==> config.mk <==
export PLATFORM = sky130hd
export DESIGN_NAME = seq_pattern_gen
export DESIGN_NICKNAME = d
export VERILOG_FILES = /design/src/rtl/seq_pattern_gen.sv
export SDC_FILE = /design/constraint.sdc
export NUM_CORES = 1
export LEC_CHECK = 0
export CAP_MARGIN = 20
export CORE_MARGIN = 2
export CORE_UTILIZATION = 58
export DETAILED_ROUTE_END_ITERATION = 16
export HOLD_SLACK_MARGIN = 0.15
export MAX_ROUTING_LAYER = met4
export PLACE_DENSITY = 0.94
export SYNTH_ARGS = -nofsm -noshare
export SYNTH_HDL_FRONTEND = slang
export SYNTH_SLANG_ARGS = --single-unit
==> constraint.sdc <==
create_clock -name clk -period 4.63 [get_ports clk]
set_clock_uncertainty 0.05 [all_clocks]
set_input_delay 0.463 -clock clk [delete_from_list [all_inputs] [get_ports clk]]
set_output_delay 0.463 -clock clk [all_outputs]
set_load 0.03 [all_outputs]
==> src/rtl/seq_pattern_gen.sv <==
// Serial pattern transmitter: sends a fixed N-bit pattern MSB first for a programmed number of frames.
// Optional PATGEN_RUNTIME_PAT_EN adds pat_in/pat_len ports so the pattern is latched at start.
module seq_pattern_gen #(
  parameter int unsigned      PAT_W   = 5,
  parameter logic [PAT_W-1:0] PATTERN = 5'b11011,
  parameter int unsigned      GAP     = 2,
  parameter int unsigned      CNT_W   = 8
) (
  input  logic             clk,
  input  logic             rst,
  input  logic             start,
  input  logic             stop,
  input  logic [CNT_W-1:0] frames,
`ifdef PATGEN_RUNTIME_PAT_EN
  input  logic [PAT_W-1:0] pat_in,
  input  logic [4:0]       pat_len,
`endif
  output logic             out,
  output logic             valid,
  output logic             busy,
  output logic             done,
  output logic [CNT_W-1:0] frame_cnt
);

  localparam int unsigned IDX_W = $clog2(PAT_W);
  localparam int unsigned GAP_W = (GAP > 1) ? $clog2(GAP) : 1;
  localparam logic [CNT_W-1:0] CNT_MAX = '1;

  typedef enum logic [1:0] {
    ST_IDLE,
    ST_SEND,
    ST_GAP,
    ST_DONE
  } state_e;

  state_e             state_q, state_d;
  logic [IDX_W-1:0]   idx_q, idx_d;
  logic [CNT_W-1:0]   target_q, target_d;
  logic [CNT_W-1:0]   frame_cnt_q, frame_cnt_d;
  logic               stop_q, stop_d;
  logic [GAP_W-1:0]   gap_cnt_q, gap_cnt_d;
  logic               out_q, out_d;
  logic               valid_q, valid_d;
  logic               busy_q, busy_d;
  logic               done_q, done_d;
  logic [CNT_W:0]     cnt_inc;
  logic               start_acc;
  logic [PAT_W-1:0]   pat_cur;
  logic [IDX_W-1:0]   last_cur;

  assign start_acc = (state_q == ST_IDLE) && start;

`ifdef PATGEN_RUNTIME_PAT_EN
  logic [PAT_W-1:0] pat_q, pat_d;
  logic [IDX_W-1:0] last_q, last_d;
  logic             len_ok;

  // Runtime pattern and length are captured on start; out-of-range lengths fall back to PAT_W.
  always_comb begin
    len_ok = (pat_len >= 5'd2) && (pat_len <= 5'(PAT_W));
    pat_d  = pat_q;
    last_d = last_q;
    if (start_acc) begin
      pat_d  = pat_in;
      last_d = len_ok ? IDX_W'(pat_len - 5'd1) : IDX_W'(PAT_W - 1);
    end
    pat_cur  = pat_d;
    last_cur = last_d;
  end

  always_ff @(posedge clk) begin
    if (rst) begin
      pat_q  <= PATTERN;
      last_q <= IDX_W'(PAT_W - 1);
    end else begin
      pat_q  <= pat_d;
      last_q <= last_d;
    end
  end
`else
  assign pat_cur  = PATTERN;
  assign last_cur = IDX_W'(PAT_W - 1);
`endif

  // Next-state and registered-output logic; outputs reflect the state being entered.
  always_comb begin
    state_d     = state_q;
    idx_d       = idx_q;
    target_d    = target_q;
    frame_cnt_d = frame_cnt_q;
    stop_d      = stop_q;
    gap_cnt_d   = gap_cnt_q;
    cnt_inc     = {1'b0, frame_cnt_q} + (CNT_W + 1)'(1);

    case (state_q)
      ST_IDLE: begin
        if (start_acc) begin
          target_d    = frames;
          frame_cnt_d = '0;
          stop_d      = 1'b0;
          idx_d       = last_cur;
          state_d     = ST_SEND;
        end
      end
      ST_SEND: begin
        stop_d = stop_q | stop;
        if (idx_q == '0) begin
          frame_cnt_d = (frame_cnt_q == CNT_MAX) ? frame_cnt_q : cnt_inc[CNT_W-1:0];
          idx_d       = last_cur;
          if (((target_q != '0) && (cnt_inc == {1'b0, target_q})) || stop_q || stop) begin
            state_d = ST_DONE;
          end else if (GAP > 0) begin
            gap_cnt_d = '0;
            state_d   = ST_GAP;
          end
        end else begin
          idx_d = idx_q - 1'b1;
        end
      end
      ST_GAP: begin
        stop_d = stop_q | stop;
        if (gap_cnt_q == GAP_W'(GAP - 1)) begin
          state_d = (stop_q || stop) ? ST_DONE : ST_SEND;
        end else begin
          gap_cnt_d = gap_cnt_q + 1'b1;
        end
      end
      ST_DONE: begin
        state_d = ST_IDLE;
      end
      default: begin
        state_d = ST_IDLE;
      end
    endcase

    valid_d = (state_d == ST_SEND);
    out_d   = valid_d & pat_cur[idx_d];
    busy_d  = (state_d != ST_IDLE);
    done_d  = (state_d == ST_DONE);
  end

  always_ff @(posedge clk) begin
    if (rst) begin
      state_q     <= ST_IDLE;
      idx_q       <= IDX_W'(PAT_W - 1);
      target_q    <= '0;
      frame_cnt_q <= '0;
      stop_q      <= 1'b0;
      gap_cnt_q   <= '0;
      out_q       <= 1'b0;
      valid_q     <= 1'b0;
      busy_q      <= 1'b0;
      done_q      <= 1'b0;
    end else begin
      state_q     <= state_d;
      idx_q       <= idx_d;
      target_q    <= target_d;
      frame_cnt_q <= frame_cnt_d;
      stop_q      <= stop_d;
      gap_cnt_q   <= gap_cnt_d;
      out_q       <= out_d;
      valid_q     <= valid_d;
      busy_q      <= busy_d;
      done_q      <= done_d;
    end
  end

  assign out       = out_q;
  assign valid     = valid_q;
  assign busy      = busy_q;
  assign done      = done_q;
  assign frame_cnt = frame_cnt_q;

endmodule

==> summary.txt <==
Worst setup startpoint: start
Worst Hold Endpoint: target_q[0]
Mean Syn Cell Area: 8.07 sq um
Max Slew Vio Count: 0
IO buf count: 23
Worst skew pair latency: 0.33 ns
Cell Rows: 19
Seq/Total Area, Yosys: 33.0%
Crit start category: input port
CP max FO: 11
Ys Warns: 0
Clock sinks: 27
Hold WC Path Type: reg2reg
Reg2reg path depth: 7
Core ar.: 2710 sq um
Post-CTS setup buffer count: 0
WP buf/inv: 1
FFs w/ async S/R, synth: 0%
Final Critical Period: 2.36 ns
CTS max path bufs: 2
DR iter-0 viols: 81
Final GP Congestion: 0.944
Commonest cells after routing, fill and taps aside: dfxtp_1, nand2_1, a21oi_1, clkdlybuf4s50_1, nand3_1
Max capacitance violation total: 0
Post-synth EDFFs: 0
Cell variety after synth: 54
Critical-path top delay cell: clkdlybuf4s50_1
First-pass GRT wire length: 5890 microns
FF+latch area: 541 sq um
Hold Crit Depth: 2
Full die area: 3260 sq um
Setup TNS: 0 ns
Outcome: complete, no violations
Initial antenna violation count: 0
Number of buffers created by CTS: 3
Drt via density: 6.03
Area Overhead vs Synth: 12.8%
Nets: 236
Number of diodes: 0
DRC Markers: 0
FF-to-FF setup slack: 2.28 ns
Post_cts resized: 0
Maximum clock frequency: 424 MHz
DP HPWL: 2450 microns
Cell Area, Synth: 1640 sq um
Fin. Hold Viols: 0
Hold-fix buffers, CTS: 0
FF-to-FF End: frame_cnt[2]
Period utilisation layout: 51.0%
Wire per inst: 13.6 microns
Worst Max-Slew Pin Slew: 0.707 ns
Crit path DAT: 2.57 ns
Depth of the CTS H-tree: 1
Setup CP Type: in2reg
I/O Pins: 24
Syn_nets: 220
Number of global-route vias before repair: 1,332
Most common library cell in the layout ignoring fill and taps: dfxtp_1
Initial core utilization: 60.4%
Post-Synthesis Cells: 203
Chip width: 57.1 microns
CTS tree: yes
Via count of the routed design: 1,501
Final Cell Area: 1850 sq um
Final setup viols: 0
Total of fill cells in the finished design: 238
Reg2reg start: state_q[0]
Crit path required time: 4.84 ns
Crit-path max cell delay: 0.73 ns
Layout cells sized above 1: 6.88%
Relative slew margins: 52.7%
Max rail drop VDD: 0.000284 V
Aggregate global-route resource usage: 23.4%
Post-detailed-route count of antenna-violating nets: 0
Clock transition at path regs: 0.14 ns
Root Driver: clkbuf_4
Primary FF master, synth: dfxtp_1
Crit. End Element: register
Leakage: 0.687 nW
Die Y-Extent: 57.1 microns
CP cell instances: clkdlybuf4s50_1, nand2b_1, o21ai_1, or3_1, or3b_1, a21oi_1
RSZ-0062 raised after global routing: false
Largest net degree at the start of global routing: 21
Congestion Overflow GR: 0
Area of the multi-input gates: 986 sq um
CP top delay family: simple AND/OR/NAND/NOR gates
DP Area: 1820 sq um
Final wirelength: 3390 microns
Cell Pwr Density: 302 nW/um^2
Drt first pass iters: 4
Flops & latches, synth: 27
Hold Startpoint: target_q[0]
-- Yosys cell counts, types with 2 or more instances --
library cell | count | area share [%]
nand2_1 | 25 | 5.7
clkbuf_1 | 3 | 0.69
nor3_1 | 2 | 0.61
or3_1 | 3 | 1.1
nor2b_1 | 3 | 1.1
nand3_1 | 14 | 4.3
nand2b_1 | 3 | 1.1
o22ai_1 | 2 | 0.76
a31oi_1 | 2 | 0.76
nor4_1 | 3 | 1.1
o31ai_1 | 2 | 0.92
buf_2 | 2 | 0.61
nor2_1 | 13 | 3.0
o21ai_0 | 10 | 3.1
xor2_1 | 3 | 1.6
mux2i_1 | 2 | 1.2
buf_6 | 5 | 3.4
dfxtp_1 | 27 | 33
inv_1 | 7 | 1.6
ha_1 | 5 | 3.8
a211oi_1 | 2 | 0.92
a21oi_1 | 23 | 7.0
xnor2_1 | 4 | 2.1
buf_1 | 2 | 0.46
and2_1 | 6 | 2.3
nand3b_1 | 2 | 0.92
-- per-stage QoR --
step | utilization (%) | setup WS (ns) | instances | hold WS, ns | power [mW]
floorplan | - | 2.50 | 203 | 0.410 | 0.407
global placement | 67.2 | 1.98 | 245 | 0.426 | 0.454
detailed placement | 67.2 | 1.94 | 245 | 0.428 | 0.459
CTS | 68.2 | 2.29 | 249 | 0.447 | 0.560
global route | 68.2 | 2.05 | 249 | 0.466 | 0.598
finish | 68.2 | 2.27 | 249 | 0.448 | 0.559
-- final cells by class --
type | count | share of cell area [%]
inverter | 7 | 1.42
timing repair buffer | 23 | 12.5
tap | 31 | 2.10
multi-input combinational | 157 | 53.4
sequential | 27 | 29.2
clock buffer | 4 | 1.42
-- registers in the layout, summed over array words and instances, names as in the netlist --
signal / cells
frame_cnt: 8
target_q: 8
idx_q: 3
state_q: 2
busy: 1
done: 1
gap_cnt_q: 1
out: 1
stop_q: 1
valid: 1
-- worst min-delay path: stages, from the launching register on --
cell and delay [ns]:
dfxtp_1 0.35, nand2_1 0.06, a21oi_1 0.05
-- logic make-up after synthesis --
| group | share of synthesized area, % |
|---|---|
| AOI/OAI and AO/OA | 21.8 |
| xor gates and xnor gates | 3.74 |
| adders and majority gates | 3.82 |
| buffers and inverters | 6.80 |
| DFF | 33.0 |
| muxes | 1.91 |
| and+or+nand+nor | 29.0 |
-- metal layers --
layer / vias to the layer above / track usage, % / wire length, microns
li1: 753 / - / -
met1: 700 / 31.5 / 1610
met2: 43 / 35.5 / 1580
met3: 5 / 2.04 / 150
met4: 0 / 11.3 / 58
met5: - / - / 0
-- worst max path at each step --
stage                   endpoint  slack [ns]  cells after the start
finish              frame_cnt[2]        2.27                      6
global route        frame_cnt[2]        2.05                      7
CTS                 frame_cnt[5]        2.29                      6
detailed placement  frame_cnt[5]        1.94                      6
global placement    frame_cnt[2]        1.98                      6
floorplan                   done        2.50                      7
-- power breakdown --
group / internal (mW) / switching [mW]
Clock: 0.0338 / 0.0692
Sequential: 0.255 / 0.0185
Combinational: 0.0737 / 0.109
Total: 0.362 / 0.196
Note: power is estimated with default switching activity, not from simulation.
